===== src/rtl/des_key_sched_dec.sv =====
// DES key schedule that streams the 16 round subkeys in decryption order (K16 .. K1)
// over a valid/ready handshake, one subkey per accepted transfer.
module des_key_sched_dec (
    input  logic        clk,
    input  logic        rst_n,
    input  logic [63:0] key_in,
    input  logic        key_valid,
    output logic        key_ready,
    output logic [47:0] sk_out,
    output logic [3:0]  sk_round,
    output logic        sk_valid,
    input  logic        sk_ready,
    output logic        busy
);

    // Entries are DES bit numbers (1 = MSB); element [N-1] is the first table entry.
    localparam logic [55:0][6:0] PC1 = {
        7'd57, 7'd49, 7'd41, 7'd33, 7'd25, 7'd17, 7'd9,  7'd1,  7'd58, 7'd50,
        7'd42, 7'd34, 7'd26, 7'd18, 7'd10, 7'd2,  7'd59, 7'd51, 7'd43, 7'd35,
        7'd27, 7'd19, 7'd11, 7'd3,  7'd60, 7'd52, 7'd44, 7'd36,
        7'd63, 7'd55, 7'd47, 7'd39, 7'd31, 7'd23, 7'd15, 7'd7,  7'd62, 7'd54,
        7'd46, 7'd38, 7'd30, 7'd22, 7'd14, 7'd6,  7'd61, 7'd53, 7'd45, 7'd37,
        7'd29, 7'd21, 7'd13, 7'd5,  7'd28, 7'd20, 7'd12, 7'd4
    };

    localparam logic [47:0][5:0] PC2 = {
        6'd14, 6'd17, 6'd11, 6'd24, 6'd1,  6'd5,  6'd3,  6'd28, 6'd15, 6'd6,
        6'd21, 6'd10, 6'd23, 6'd19, 6'd12, 6'd4,  6'd26, 6'd8,  6'd16, 6'd7,
        6'd27, 6'd20, 6'd13, 6'd2,  6'd41, 6'd52, 6'd31, 6'd37, 6'd47, 6'd55,
        6'd30, 6'd40, 6'd51, 6'd45, 6'd33, 6'd48, 6'd44, 6'd49, 6'd39, 6'd56,
        6'd34, 6'd53, 6'd46, 6'd42, 6'd50, 6'd36, 6'd29, 6'd32
    };

    typedef enum logic {IDLE, EMIT} state_t;

    state_t      state;
    logic [27:0] c_reg;
    logic [27:0] d_reg;
    logic [3:0]  round;
    logic        one_step;

    function automatic logic [55:0] pc1(input logic [63:0] k);
        logic [55:0] o;
        logic [6:0]  t;
        o = '0;
        for (logic [5:0] i = 6'd0; i < 56; i++) begin
            t = 7'd64 - PC1[i];
            o[i] = k[t[5:0]];
        end
        return o;
    endfunction

    function automatic logic [47:0] pc2(input logic [55:0] cd);
        logic [47:0] o;
        o = '0;
        for (logic [5:0] i = 6'd0; i < 48; i++)
            o[i] = cd[6'd56 - PC2[i]];
        return o;
    endfunction

    assign key_ready = (state == IDLE);
    assign sk_valid  = (state == EMIT);
    assign busy      = (state == EMIT);
    assign sk_round  = round;
    assign sk_out    = pc2({c_reg, d_reg});

    // Leaving K(r+1) undoes its left shift; s=1 for K16, K9 and K2 (r = 15, 8, 1).
    assign one_step = (round == 4'd15) || (round == 4'd8) || (round == 4'd1);

    always_ff @(posedge clk or negedge rst_n) begin
        if (!rst_n) begin
            state <= IDLE;
            c_reg <= '0;
            d_reg <= '0;
            round <= '0;
        end else begin
            case (state)
                IDLE: if (key_valid) begin
                    {c_reg, d_reg} <= pc1(key_in);
                    round          <= 4'd15;
                    state          <= EMIT;
                end
                EMIT: if (sk_ready) begin
                    if (round == 4'd0) begin
                        state <= IDLE;
                    end else begin
                        if (one_step) begin
                            c_reg <= {c_reg[0], c_reg[27:1]};
                            d_reg <= {d_reg[0], d_reg[27:1]};
                        end else begin
                            c_reg <= {c_reg[1:0], c_reg[27:2]};
                            d_reg <= {d_reg[1:0], d_reg[27:2]};
                        end
                        round <= round - 4'd1;
                    end
                end
                default: state <= IDLE;
            endcase
        end
    end

endmodule


===== config.mk =====
export PLATFORM = sky130hd
export DESIGN_NAME = des_key_sched_dec
export DESIGN_NICKNAME = d
export VERILOG_FILES = /design/src/rtl/des_key_sched_dec.sv
export SDC_FILE = /design/constraint.sdc
export NUM_CORES = 1
export LEC_CHECK = 0
export ABC_AREA = 0
export CAP_MARGIN = 25
export CORE_UTILIZATION = 35
export CTS_BUF_LIST = sky130_fd_sc_hd__clkbuf_8
export CTS_CLUSTER_DIAMETER = 80
export DETAILED_ROUTE_END_ITERATION = 8
export SLEW_MARGIN = 25
export SYNTH_ARGS = -nofsm -noshare
export SYNTH_HDL_FRONTEND = slang
export SYNTH_SLANG_ARGS = --single-unit

===== constraint.sdc =====
create_clock -name clk -period 4.6 [get_ports clk]
set_clock_uncertainty 0.15 [all_clocks]
set_input_delay 1.15 -clock clk [delete_from_list [all_inputs] [get_ports clk]]
set_output_delay 1.15 -clock clk [all_outputs]
set_load 0.02 [all_outputs]

======== Word level (Yosys, flattened, before mapping) ========
Cells that the tools add are included.
word-level totals
  register bits ........................... 61
  input port bits ......................... 68
  output and inout port bits .............. 55
  word-level logic and storage cells ...... 34
cells by class
  $add $sub $neg .......................... 1
  eq/ne operators ......................... 6
  multiplexer cells ....................... 18
  bitwise logic cells ..................... 1
  reductions and logical operators ........ 4
operator list
  kind                 count
  $mux 28              8
  $pmux 28 s2          2
  $mux 4               3
  $eq 4x4->1 const B   2
  $pmux 4 s2           1
  $ne 2x2->1 const B   3
  $eq 4x1->1 const B   1
  $logic_not 4->1      1
  $sub 4x1->4 const B  1
  $mux 1               3
  $reduce_and 3->1     1
  $logic_or 1x1->1     2
  $pmux 1 s2           1
  $not 1->1            1

======== Depth between registers and ports, before layout ========
  word-level depth ........................ 7
  depth in mapped cells ................... 8
  mapped depth without buffers ............ 6

======== Least setup slack after synthesis ========
Ideal clock, no wire load.
  kind .................................... register to output
  start ................................... reg state (netlist: busy)
  end ..................................... out key_ready
  arrival time ............................ 1.225 ns
  required time ........................... 3.300 ns
  slack ................................... 2.075 ns
  stages on the path, launching flop included .. 4
  buffers on the path ..................... 2
  cells stage by stage .................... dfrtp_1 > clkbuf_1 > clkbuf_1 > inv_1
between the ends
  cells in the longest elaborated chain, start to end .. 1
RTL lines
  item                      line  source
  start: declaration        36    state_t state;
  start signal: assignment  72    state <= IDLE;
  start signal: assignment  81    state <= EMIT;
  start signal: assignment  85    state <= IDLE;
  $not 1->1                 n/a
  end: declaration          8     output logic key_ready,
Every way passes these cells.

======== Worst setup path in the final report ========
  start ................................... reg round[3] (netlist: sk_round[3])
  end ..................................... out sk_round[3]
RTL lines
  item                      line  source
  start: declaration        39    logic [3:0] round;
  start signal: assignment  94    round <= round - 4'd1;
  end: declaration          10    output logic [3:0] sk_round,
No word-level cell between the ends.

==> impl_metrics.csv <==
group,metric,value,unit
run_status,outcome,"completed",
hold_path,hold_path_startpoint,"d_reg[13]",
timing,min_period,3.41,ns
timing,setup-violations-final,0,
floorplan,ios,123,
floorplan,die-area,13200,µm²
drt,ant_nets,0,
synth,synth_cells,501,
clock_network,cts_root_buffer,"clkbuf_8",
drt,drc,0,
synth,synth.ff_latch_count,61,
cells_and_area,final_layout_size_suffix_gt1_share,6.26,%
timing,tightest_slew,1.00,ns
timing,slew_violations,0,
timing,fmax,293,MHz
synth,synthAdderAreaFrac,1.12,%
cells_and_area,num_antenna_cells,0,
floorplan,core-area,12200,µm²
global_routing,grt_overflow,0,
synth,synth_top_family_by_area,"compound AO/OA/AOI/OAI gates",
timing,rsz0062_at_grt,"no",
placed_design,place.gp.congestion,0.734,
timing,totalNegativeSetupSlack,0,ns
clock_network,clockBufferDepth,2,
synth,synth_area_per_cell,8.90,µm²
power,p_leak,2.11,nW
clock_network,post_cts_buffers,0,
drt,vias_per_cell,5.43,
global_routing,grt_first_pass_wirelength,18600,µm
synth,yosys_warnings,0,
drt,first_iter_violations,210,
clock_network,cts_tree,"yes",
run,drv_cap,0,
worst_setup_path,r2r_slack,1.73,ns
drt,first_pass_iters,4,
worst_setup_path,rr_worst_depth,6,
clock_network,clkTransAtPathRegs,0.08,ns
synth,synth_largest_area_cell,"dfrtp_1",
global_routing,grt_pass1_vias,3661,
synth,synth.distinct_cells,26,
drt,vias,3860,
synth,netlist_top_cells_area,"dfrtp_1, mux2i_1, buf_4",
placed_design,hpwl,7080,µm
global_routing,grt_max_degree,113,
clock_network,clock-sinks,61,
clock_network,cts_inserted_buffers,9,
cells_and_area,synthToLayoutAreaGrowth,23.5,%
cells_and_area,layout.nets,610,
synth,synth_xor_xnor_area_share,0.393,%
floorplan,rows,40,
global_routing,antenna_found_initial,0,
clock_network,cts_hold_buf,0,
floorplan,die-height,115,µm
timing,hold_viol,0,
placed_design,dp_cells,694,
synth,syn_area,4460,µm²
synth,synth_nets,573,
worst_setup_path,start_kind,"flip-flop",
worst_setup_path,worstSetupStartpoint,"sk_round[3]",
timing,fin_crit_sh,74.1,%
floorplan,initial_utilization,36.5,%
synth,synth_compound_area_share,20.2,%
drt,wirelength,11300,µm
global_routing,grt.total_usage,17.6,%
cells_and_area,finalNonFillerCells,711,
clock_network,insertion_delay,0.35,ns
worst_setup_path,crit_type,"flip-flop to output port",
worst_setup_path,worstPathArrival,2.11,ns
placed_design,portBuffers,114,
hold_path,hold_path.class,"flip-flop to flip-flop",
synth,yosysSeqAreaShare,34.3,%
power,ir_worst_vdd,0.275,mV
worst_setup_path,r2r-end,"c_reg[10]",
hold_path,hold_depth,2,
clock_network,post_cts_resized,0,
synth,synth_mux_area_share,13.8,%
worst_setup_path,worstPathRequired,3.30,ns
clock_network,htree_levels,3,
worst_setup_path,crit_path_max_fanout,60,
synth,yosys.area_share.simple,15.7,%
worst_setup_path,crit_path_end_kind,"output port",
synth,yosysTopAreaCellShare,34.3,%
hold_path,hold_end,"d_reg[13]",
drt,wl_per_cell,15.9,µm
worst_setup_path,r2r_start,"sk_round[3]",
timing,relSlewSlack,33.1,%
power,p_per_area,758,nW/µm²
floorplan,die_x,115,µm
[synthesized netlist by cell type, drive strengths merged]
| library cell | count |
|---|---|
| nor3 | 1 |
| buf | 70 |
| ha | 4 |
| a22oi | 20 |
| nand2 | 5 |
| nor2b | 2 |
| dfrtp | 61 |
| nand3 | 74 |
| mux2i | 58 |
| a21oi | 2 |
| clkbuf | 27 |
| a22o | 36 |
| o21ai | 21 |
| and2 | 1 |
| o2111ai | 36 |
| xor2 | 2 |
| inv | 4 |
| mux2 | 2 |
| or3b | 1 |
| nor2 | 74 |
[layer usage]
layer / track usage [%] / vias to the layer above / wire length (µm)
met3: 3.22 / 10 / 567
li1: - / 1866 / -
met4: 6.23 / 0 / 118
met1: 23.9 / 1881 / 5470
met5: 0 / - / 0
met2: 28.2 / 103 / 5130
[how the worst max path moves through the flow]
stage,slack [ns],cells after the start,end
2_1_floorplan,2.08,3,key_ready
3_3_place_gp,1.35,6,c_reg[10]
3_5_place_dp,1.32,6,c_reg[10]
4_1_cts,1.02,1,sk_round[3]
5_1_grt,1.06,2,sk_round[3]
6_report,1.19,2,sk_round[3]
[through the flow]
stage	utilization, %	total power [mW]	setup slack [ns]	instance area, µm²	hold slack (ns)
final	45.1	4.17	1.19	5500	0.394
after global routing	45.1	4.52	1.06	5500	0.440
after CTS	44.9	4.19	1.02	5480	0.403
after detailed placement	43.3	3.67	1.32	5280	0.386
after global placement	43.1	3.60	1.35	5270	0.372
after floorplan	-	3.14	2.08	4460	0.350
[logic make-up after synthesis]
group | after synthesis
AND/OR/NAND/NOR | 158
multiplexers | 60
flip-flops | 61
adder cells (fa/ha/maj) | 4
AO/OA/AOI/OAI | 115
buffers and inverters | 101
XOR/XNOR | 2
[critical path, stage by stage, from the launching register on]
cell and delay [ns]:
dfrtp_4 0.76, buf_12 0.31, clkdlybuf4s50_1 0.68
[cell usage in the layout, fill, tap and decap left out, types with 3 or more instances in the layout]
cell and count:
clkdlybuf4s50_1 113, nand3_1 74, nor2_1 74, dfrtp_1 59
mux2i_1 57, o2111ai_1 36, a22o_1 36, a22oi_1 20
o21ai_1 20, clkbuf_8 9, buf_4 7, nand2_1 5
inv_1 4, ha_1 4, clkinv_4 3
[power breakdown]
group	internal, mW	leakage [nW]	switching, mW
combinational	1.19	1.25	1.30
clock	0.252	0.0954	0.247
sequential	0.781	0.767	0.399
total	2.22	2.11	1.95
[final cells by class]
class                      count  area, µm²
tap                          168        210
clock inverter                 7       76.3
fill                        1225       6710
timing repair buffer         123       1240
sequential                    61       1530
inverter                       4       15.0
clock buffer                   9        124
multi-input combinational    339       2310
No activity file was read; power rests on OpenSTA's default activity.
